--- src/rtl/pipe_hazard_ctrl_pkg.sv ---
// Shared types and encodings for the pipeline hazard controller.
package pipe_hazard_ctrl_pkg;

  typedef enum logic [1:0] {
    ST_RUN      = 2'd0,
    ST_LU_STALL = 2'd1,
    ST_HALT     = 2'd2
  } state_e;

  localparam logic [1:0] FWD_RF  = 2'd0;
  localparam logic [1:0] FWD_EX  = 2'd1;
  localparam logic [1:0] FWD_MEM = 2'd2;

  localparam logic [31:0] HALT_CODE_DEF = 32'd10;

  // EX wins over MEM; $zero is never forwarded.
  function automatic logic [1:0] fwd_sel(input logic [4:0] src,
                                         input logic [4:0] ex_dst,
                                         input logic       ex_we,
                                         input logic [4:0] mem_dst,
                                         input logic       mem_we);
    if (ex_we && ex_dst != 5'd0 && ex_dst == src)
      return FWD_EX;
    else if (mem_we && mem_dst != 5'd0 && mem_dst == src)
      return FWD_MEM;
    else
      return FWD_RF;
  endfunction

endpackage

--- src/rtl/pipe_hazard_ctrl_perf_counter.sv ---
// Free-running wrap-around event counter with enable and sync reset.
module perf_counter #(
  parameter int CNT_W = 32
) (
  input  logic             clk,
  input  logic             rst,
  input  logic             en_i,
  output logic [CNT_W-1:0] cnt_o
);

  logic [CNT_W-1:0] cnt_q, cnt_d;

  always_comb begin
    cnt_d = cnt_q;
    if (en_i) cnt_d = cnt_q + 1'b1;
  end

  always_ff @(posedge clk) begin
    if (rst) cnt_q <= '0;
    else     cnt_q <= cnt_d;
  end

  assign cnt_o = cnt_q;

endmodule

--- src/rtl/pipe_hazard_ctrl.sv ---
// Load-use stall, redirect flush, syscall halt and operand forwarding control
// for a 5-stage pipeline, plus cycle/stall/redirect counters.
module pipe_hazard_ctrl
  import pipe_hazard_ctrl_pkg::*;
#(
  parameter logic [31:0] HALT_CODE = HALT_CODE_DEF,
  parameter int          CNT_W     = 32
) (
  input  logic             clk,
  input  logic             rst,
  input  logic [4:0]       id_r1_pos,
  input  logic [4:0]       id_r2_pos,
  input  logic             id_use_r1,
  input  logic             id_use_r2,
  input  logic [4:0]       ex_dst,
  input  logic             ex_reg_write,
  input  logic             ex_mem_read,
  input  logic [4:0]       mem_dst,
  input  logic             mem_reg_write,
  input  logic             ex_redirect,
  input  logic             ex_syscall,
  input  logic [31:0]      ex_v0,
  input  logic             resume,
  output logic             pc_hold,
  output logic             bubble_ex,
  output logic             flush_id,
  output logic [1:0]       fwd_r1,
  output logic [1:0]       fwd_r2,
  output logic             halted,
  output logic [CNT_W-1:0] cnt_cycles,
  output logic [CNT_W-1:0] cnt_stalls,
  output logic [CNT_W-1:0] cnt_redirects
);

  state_e state_q, state_d;
  logic   lu_hazard, halt_req, redir_acc;
  logic   en_cyc, en_stall, en_redir;
  logic [CNT_W-1:0] cyc_q, stall_q, redir_q;

  assign lu_hazard = ex_mem_read && ex_dst != 5'd0 &&
                     ((id_use_r1 && ex_dst == id_r1_pos) ||
                      (id_use_r2 && ex_dst == id_r2_pos));
  assign halt_req  = ex_syscall && ex_v0 == HALT_CODE;

  always_comb begin
    state_d   = state_q;
    pc_hold   = 1'b0;
    bubble_ex = 1'b0;
    flush_id  = 1'b0;
    halted    = 1'b0;
    redir_acc = 1'b0;
    fwd_r1    = fwd_sel(id_r1_pos, ex_dst, ex_reg_write, mem_dst, mem_reg_write);
    fwd_r2    = fwd_sel(id_r2_pos, ex_dst, ex_reg_write, mem_dst, mem_reg_write);
    if (rst) begin
      state_d = ST_RUN;
      fwd_r1  = FWD_RF;
      fwd_r2  = FWD_RF;
    end else begin
      unique case (state_q)
        ST_RUN: begin
          if (halt_req) begin
            flush_id  = 1'b1;
            bubble_ex = 1'b1;
            state_d   = ST_HALT;
          end else if (ex_redirect) begin
            flush_id  = 1'b1;
            bubble_ex = 1'b1;
            redir_acc = 1'b1;
          end else if (lu_hazard) begin
            pc_hold   = 1'b1;
            bubble_ex = 1'b1;
            state_d   = ST_LU_STALL;
          end
        end
        // EX holds the bubble just inserted; the load is now in MEM.
        ST_LU_STALL: begin
          state_d = ST_RUN;
          if (ex_redirect) begin
            flush_id  = 1'b1;
            bubble_ex = 1'b1;
            redir_acc = 1'b1;
          end
        end
        ST_HALT: begin
          pc_hold   = 1'b1;
          bubble_ex = 1'b1;
          halted    = 1'b1;
          fwd_r1    = FWD_RF;
          fwd_r2    = FWD_RF;
          if (resume) state_d = ST_RUN;
        end
        default: state_d = ST_RUN;
      endcase
    end
  end

  always_ff @(posedge clk) begin
    if (rst) state_q <= ST_RUN;
    else     state_q <= state_d;
  end

  assign en_cyc   = state_q != ST_HALT;
  assign en_stall = pc_hold && state_q != ST_HALT;
  assign en_redir = redir_acc;

  perf_counter #(.CNT_W(CNT_W)) u_cnt_cyc (
    .clk(clk), .rst(rst), .en_i(en_cyc), .cnt_o(cyc_q)
  );
  perf_counter #(.CNT_W(CNT_W)) u_cnt_stall (
    .clk(clk), .rst(rst), .en_i(en_stall), .cnt_o(stall_q)
  );
  perf_counter #(.CNT_W(CNT_W)) u_cnt_redir (
    .clk(clk), .rst(rst), .en_i(en_redir), .cnt_o(redir_q)
  );

  // Counters read as zero while reset is held, like every other output.
  assign cnt_cycles    = rst ? '0 : cyc_q;
  assign cnt_stalls    = rst ? '0 : stall_q;
  assign cnt_redirects = rst ? '0 : redir_q;

endmodule

--- config.mk ---
export PLATFORM = sky130hd
export DESIGN_NAME = pipe_hazard_ctrl
export DESIGN_NICKNAME = d
export VERILOG_FILES = /design/src/rtl/pipe_hazard_ctrl_pkg.sv /design/src/rtl/pipe_hazard_ctrl_perf_counter.sv /design/src/rtl/pipe_hazard_ctrl.sv
export SDC_FILE = /design/constraint.sdc
export NUM_CORES = 1
export LEC_CHECK = 0
export BUFFER_PORTS_ARGS = -buffer_cell sky130_fd_sc_hd__buf_2
export CAP_MARGIN = 10
export CORE_UTILIZATION = 35
export DETAILED_ROUTE_END_ITERATION = 6
export HOLD_SLACK_MARGIN = 0.06
export PLACE_DENSITY = 0.54
export SYNTH_ARGS = -nofsm -noshare
export SYNTH_HDL_FRONTEND = slang
export SYNTH_SLANG_ARGS = --single-unit
--- constraint.sdc ---
create_clock -name clk -period 4.2 [get_ports clk]
set_input_delay 0.21 -clock clk [delete_from_list [all_inputs] [get_ports clk]]
set_output_delay 0.21 -clock clk [all_outputs]
set_load 0.02 [all_outputs]
Yosys cells after proc, flatten, opt, wreduce, memory -nomap -nowiden
Index checks and enable logic that the tools add are counted.

Register bits after elaboration: 98. Output and inout port bits: 104. Bits of input ports: 62. Logic and storage cells: 69.

Reductions and logical operators: 17. Multiplexer cells: 34. Add/subtract/negate cells: 3. Equal/unequal tests: 11.

Operators with widths (count): $add A32 B1 Y32 const B (3); $mux W32 (3); $eq A32 B4 Y1 const B (1); $mux W2 (12); $eq A5 B5 Y1 (4); $mux W1 (14); $logic_and A1 B1 Y1 (12); $reduce_bool A5 Y1 (2); $ne A3 B3 Y1 const B (2); $pmux W1 S2 (3); $ne A2 B2 Y1 const B (2); $pmux W2 S2 (1); $pmux W1 S3 (1); $reduce_and A3 Y1 (1); $eq A2 B1 Y1 const B (1); $eq A2 B2 Y1 const B (1); $logic_not A2 Y1 (1); $logic_or A1 B1 Y1 (1).

Depth between registers and ports, before layout
Depth after elaboration: 10. Mapped depth: 8. Depth with buffers taken out: 7.

Cells and area by module
From an unflattened synthesis, not the netlist that was laid out.

Cells, all modules: 726. Area, all modules: 5929.4 um^2.

Modules (own cells, without submodules): perf_counter (cells an instance 181, times used 3, area each 1564.0 um^2, sequential area each 640.6 um^2); pipe_hazard_ctrl (cells an instance 183, times used 1, area each 1237.4 um^2, sequential area each 40.0 um^2).

Least setup slack after synthesis
No wires, ideal clock.

Path type: reg2reg. Start point: register u_cnt_redir.cnt_q[4], in the netlist u_cnt_redir.cnt_o[4]. End point: register u_cnt_redir.cnt_q[26], in the netlist u_cnt_redir.cnt_o[26]. Path buffers: 0. Period minus slack after synthesis: 2101 ps. Library setup time: 121 ps. Setup slack: 2099 ps. Data arrival time: 1980 ps. Stages on the path, launching flop included: 6. Data required time: 4079 ps. Cells stage by stage: dfxtp_1 nand4_1 or3_1 or3_1 nor4_1 mux2_2.

Word-level cells in the longest chain between the ends: 1.

RTL lines: from (decl) (line pipe_hazard_ctrl_perf_counter.sv:11) `logic [CNT_W-1:0] cnt_q, cnt_d;`; from (signal assigned) (line pipe_hazard_ctrl_perf_counter.sv:20) `else cnt_q <= cnt_d;`; $add A32 B1 Y32 (line pipe_hazard_ctrl_perf_counter.sv:15) `if (en_i) cnt_d = cnt_q + 1'b1;`.

Every way passes these cells. A chain may end at the register's enable or synchronous reset.

Final worst setup path
Start point: register state_q[1]. End point: register u_cnt_stall.cnt_q[26], in the netlist u_cnt_stall.cnt_o[26].

Word-level cells in the longest chain between the ends: 4. Elaborated cells on any way between the ends: 6. Classes of those cells: 2 x eq/ne; 2 x mux; 2 x reduce/logical.

RTL lines: from (decl) (line pipe_hazard_ctrl.sv:35) `state_e state_q, state_d;`; from (signal assigned) (line pipe_hazard_ctrl.sv:99) `else state_q <= state_d;`; $eq A2 B2 Y1 / $logic_not A2 Y1 (equally long branches) (line pipe_hazard_ctrl.sv:59) `unique case (state_q)`; $pmux W1 S2 (line pipe_hazard_ctrl.sv:59); $mux W1 (line pipe_hazard_ctrl.sv:54) `if (rst) begin`; $logic_and A1 B1 Y1 * (line pipe_hazard_ctrl.sv:103) `assign en_stall = pc_hold && state_q != ST_HALT;`; to (signal assigned) (line pipe_hazard_ctrl_perf_counter.sv:20); to (decl) (line pipe_hazard_ctrl_perf_counter.sv:11).

Every way passes the cells marked *; elsewhere a longest branch is shown, timed or not.

==> flow_summary.yaml <==
pwr:
  combPwrFrac: 0.070
  p_sw_mw: 0.4464
  pwr_density_cell_mw_per_mm2: 276.3
  p_seq_frac: 0.491
  leakage_nw: 2.717
  power.clock.fraction: 0.439
  switching_share: 0.2334
  ir_drop_v: 0.0001885
  intPower_mw: 1.466
route:
  drt_iter0_markers: 354
  avgViaCountPerCell: 5.001
  drc: 0
  wl_mm: 14.37
  vias: 5346
  ant_nets: 0
  drt-wirelength-per-cell_um: 13.44
  dr.pass1.iters: 4
logic_synthesis:
  synth_fp_nets: 771
  async_flop_share: 0
  synth_edf_count: 0
  netlist_instances: 706
  synth_cell_types: 50
  ys_ff_latch: 98
  ys_seq_area_frac: 0.3460
  netlist_area_sq_mm: 0.005670
  yosysWarnings: 0
  synthFlopType: "dfxtp_1"
  syn_area_per_cell_sq_um: 8.032
hold_path:
  hold_class: "input pin to flip-flop"
  hold_path.startpoint: "resume"
layout:
  fin_cells: 1069
  final_nets: 913
  synthToLayoutAreaGrowth_pct: 22.09
  stdcell_area_sq_mm: 0.006923
  antennaDiodeCount: 0
  final_cell_mix: "164 x buf_2, 98 x dfxtp_1, 91 x nor2b_1, 83 x nor2_1, 39 x xnor2_1"
  final_common_cell: "buf_2"
  drive_above_1_share: 0.2438
place:
  gp_congestion: 0.8385
  hpwl_mm: 10.72
  placed_cell_area_sq_mm: 0.006625
  dp_cells: 1053
  io_buffer_count: 165
clock_network:
  clk_path_buf_depth: 2
  cts_root_buf: "clkbuf_16"
  cts_resized: 0
  cts.sinks: 98
  worstSkewPairLatency_ns: 0.35
  hold_buffers: 0
  clk_pin_slew_ns: 0.07
  h-tree-depth: 3
  tritoncts: "done"
  numCtsBuffers: 9
  post_cts_buffers: 0
worst_setup_path:
  slowest_stage: "or4_1"
  cp_cell_sequence: "nor4_4 > and3_1 > o2111ai_1 > or4_1 > a21oi_1"
  cp-startpoint: "state_q[1]"
  path_max_fanout: 14
  critPathCaptureType: "flip-flop"
  slowest_delay_ns: 0.63
  cp_data_required_time_ns: 4.47
  critPathArrivalTime_ns: 2.79
  cp-start-kind: "flip-flop"
  path_class: "flip-flop to flip-flop"
  r2r-start: "state_q[1]"
floorplanning:
  core_area_sq_mm: 0.01583
  rows: 46
  ios: 166
  fp.dieH_um: 129.3
  die-area_sq_mm: 0.01671
  die_x_um: 129.3
  start_util: 0.3583
sta:
  max_slew_margin: 0.3333
  worst_pin_slew_ns: 1.000
  fmax_ghz: 0.3970
  fin_setup_tns_ns: 0
  finalSetupViolations: 0
  hold_viol_final: 0
  period_share: 0.5997
  final_max_slew_viol_count: 0
  skew_ns: 0.009051
  rsz0062_at_grt: "no"
  period_needed_ns: 2.519
grt:
  grt_pass1_vias: 4659
  antenna_found_initial: 0
  globalRouteTotalUtil: 0.1724
  gr-total-overflow: 0
  grt_pass1_wl_mm: 22.74
  grt_max_degree: 115
outcome:
  outcome: "finished, final reports clean"
flow_run:
  cap_violations: 0
==> stage by stage <==
step	utilization	worst slack (ns)	hold slack, ns	power, mW
2_1_floorplan	-	2.099	0.4062	1.040
3_3_place_gp	0.4186	1.648	0.4311	1.095
3_5_place_dp	0.4186	1.566	0.4362	1.095
4_1_cts	0.4374	1.717	0.1331	1.944
5_1_grt	0.4374	1.590	0.1491	1.989
6_report	0.4374	1.681	0.1491	1.913
==> final timing paths <==
check	end	slack, ns	cells after the start
setup / recovery	u_cnt_stall.cnt_o[26]	1.68	5
hold / removal	state_q[1]	0.15	3
setup reg to reg	u_cnt_stall.cnt_o[26]	1.68	5
hold reg to reg	u_cnt_stall.cnt_o[31]	0.45	1
==> metal layers <==
layer | global-route usage | vias to the layer above | wire, um
met3 | 0.03840 | 14 | 902
met4 | 0.06505 | 0 | 232
met2 | 0.2726 | 151 | 6321
li1 | - | 2770 | -
met5 | 0 | - | 0
met1 | 0.2287 | 2411 | 6914
==> area by class of cell <==
| cell class | instances | area [sq um] |
|---|---|---|
| Clock buffer | 12 | 246.5 |
| Clock inverter | 4 | 51.30 |
| Multi-Input combinational cell | 561 | 3505 |
| Tap cell | 216 | 270.3 |
| Sequential cell | 98 | 1962 |
| Inverter | 11 | 41.29 |
| Timing Repair Buffer | 167 | 847.1 |
| Fill cell | 1648 | 8905 |
==> synth_stat cells, types with 2 or more instances <==
| master | n | area, sq um |
|---|---|---|
| o31ai_1 | 6 | 45.04 |
| and4_1 | 13 | 113.9 |
| xnor2_1 | 39 | 341.6 |
| inv_1 | 11 | 41.29 |
| nor4_1 | 18 | 112.6 |
| buf_1 | 2 | 7.510 |
| nor2b_1 | 91 | 569.3 |
| nand2b_1 | 2 | 12.51 |
| xor2_1 | 29 | 254.0 |
| ha_1 | 3 | 37.54 |
| nand4_1 | 36 | 225.2 |
| nor3_1 | 15 | 75.07 |
| a21oi_1 | 31 | 155.2 |
| nand2_1 | 37 | 138.9 |
| dfxtp_1 | 98 | 1962 |
| nor4_2 | 3 | 37.54 |
| nor2_2 | 2 | 12.51 |
| clkbuf_1 | 27 | 101.4 |
| buf_6 | 3 | 33.78 |
| nor2_1 | 83 | 311.6 |
| nand3_1 | 33 | 165.2 |
| o21ai_0 | 28 | 140.1 |
| or4_1 | 10 | 75.07 |
| and3_1 | 9 | 56.30 |
| and2_1 | 7 | 43.79 |
| buf_2 | 3 | 15.01 |
| nor4_4 | 2 | 42.54 |
| nor4b_1 | 3 | 26.28 |
| or2_2 | 3 | 18.77 |
| or3_1 | 27 | 168.9 |
| mux2_2 | 13 | 146.4 |
==> state kept, by name, summed over array words and instances, names as in the netlist <==
signal / flops
u_cnt_cyc.cnt_o: 32
state_q: 2
u_cnt_redir.cnt_o: 32
u_cnt_stall.cnt_o: 32
==> critical path, delay by kind of cell, from the launching register on <==
family / cells / cell delay [ns]
AOI/OAI and AO/OA: 2 / 0.59
DFF: 1 / 0.41
and+or+nand+nor: 3 / 1.44
==> kinds of logic after synthesis <==
| kind of cell | count (synthesis) | share of synthesized area |
|---|---|---|
| AND/OR/NAND/NOR | 401 | 0.4040 |
| adder cells (fa/ha/maj) | 3 | 0.006620 |
| multiplexers | 14 | 0.02780 |
| buffers and inverters | 47 | 0.03597 |
| flip-flops | 98 | 0.3460 |
| AO/OA/AOI/OAI | 75 | 0.07458 |
| XOR/XNOR | 68 | 0.1050 |
==> power groups by stage <==
stage	Clock, mW	Sequential (mW)	Combinational [mW]
finish	0.840	0.938	0.135
global route	0.902	0.939	0.149
CTS	0.870	0.938	0.136
detailed placement	0	0.960	0.136
global placement	0	0.960	0.135
floorplan	0	0.958	0.0819
Power figures use the tool's default switching activity.
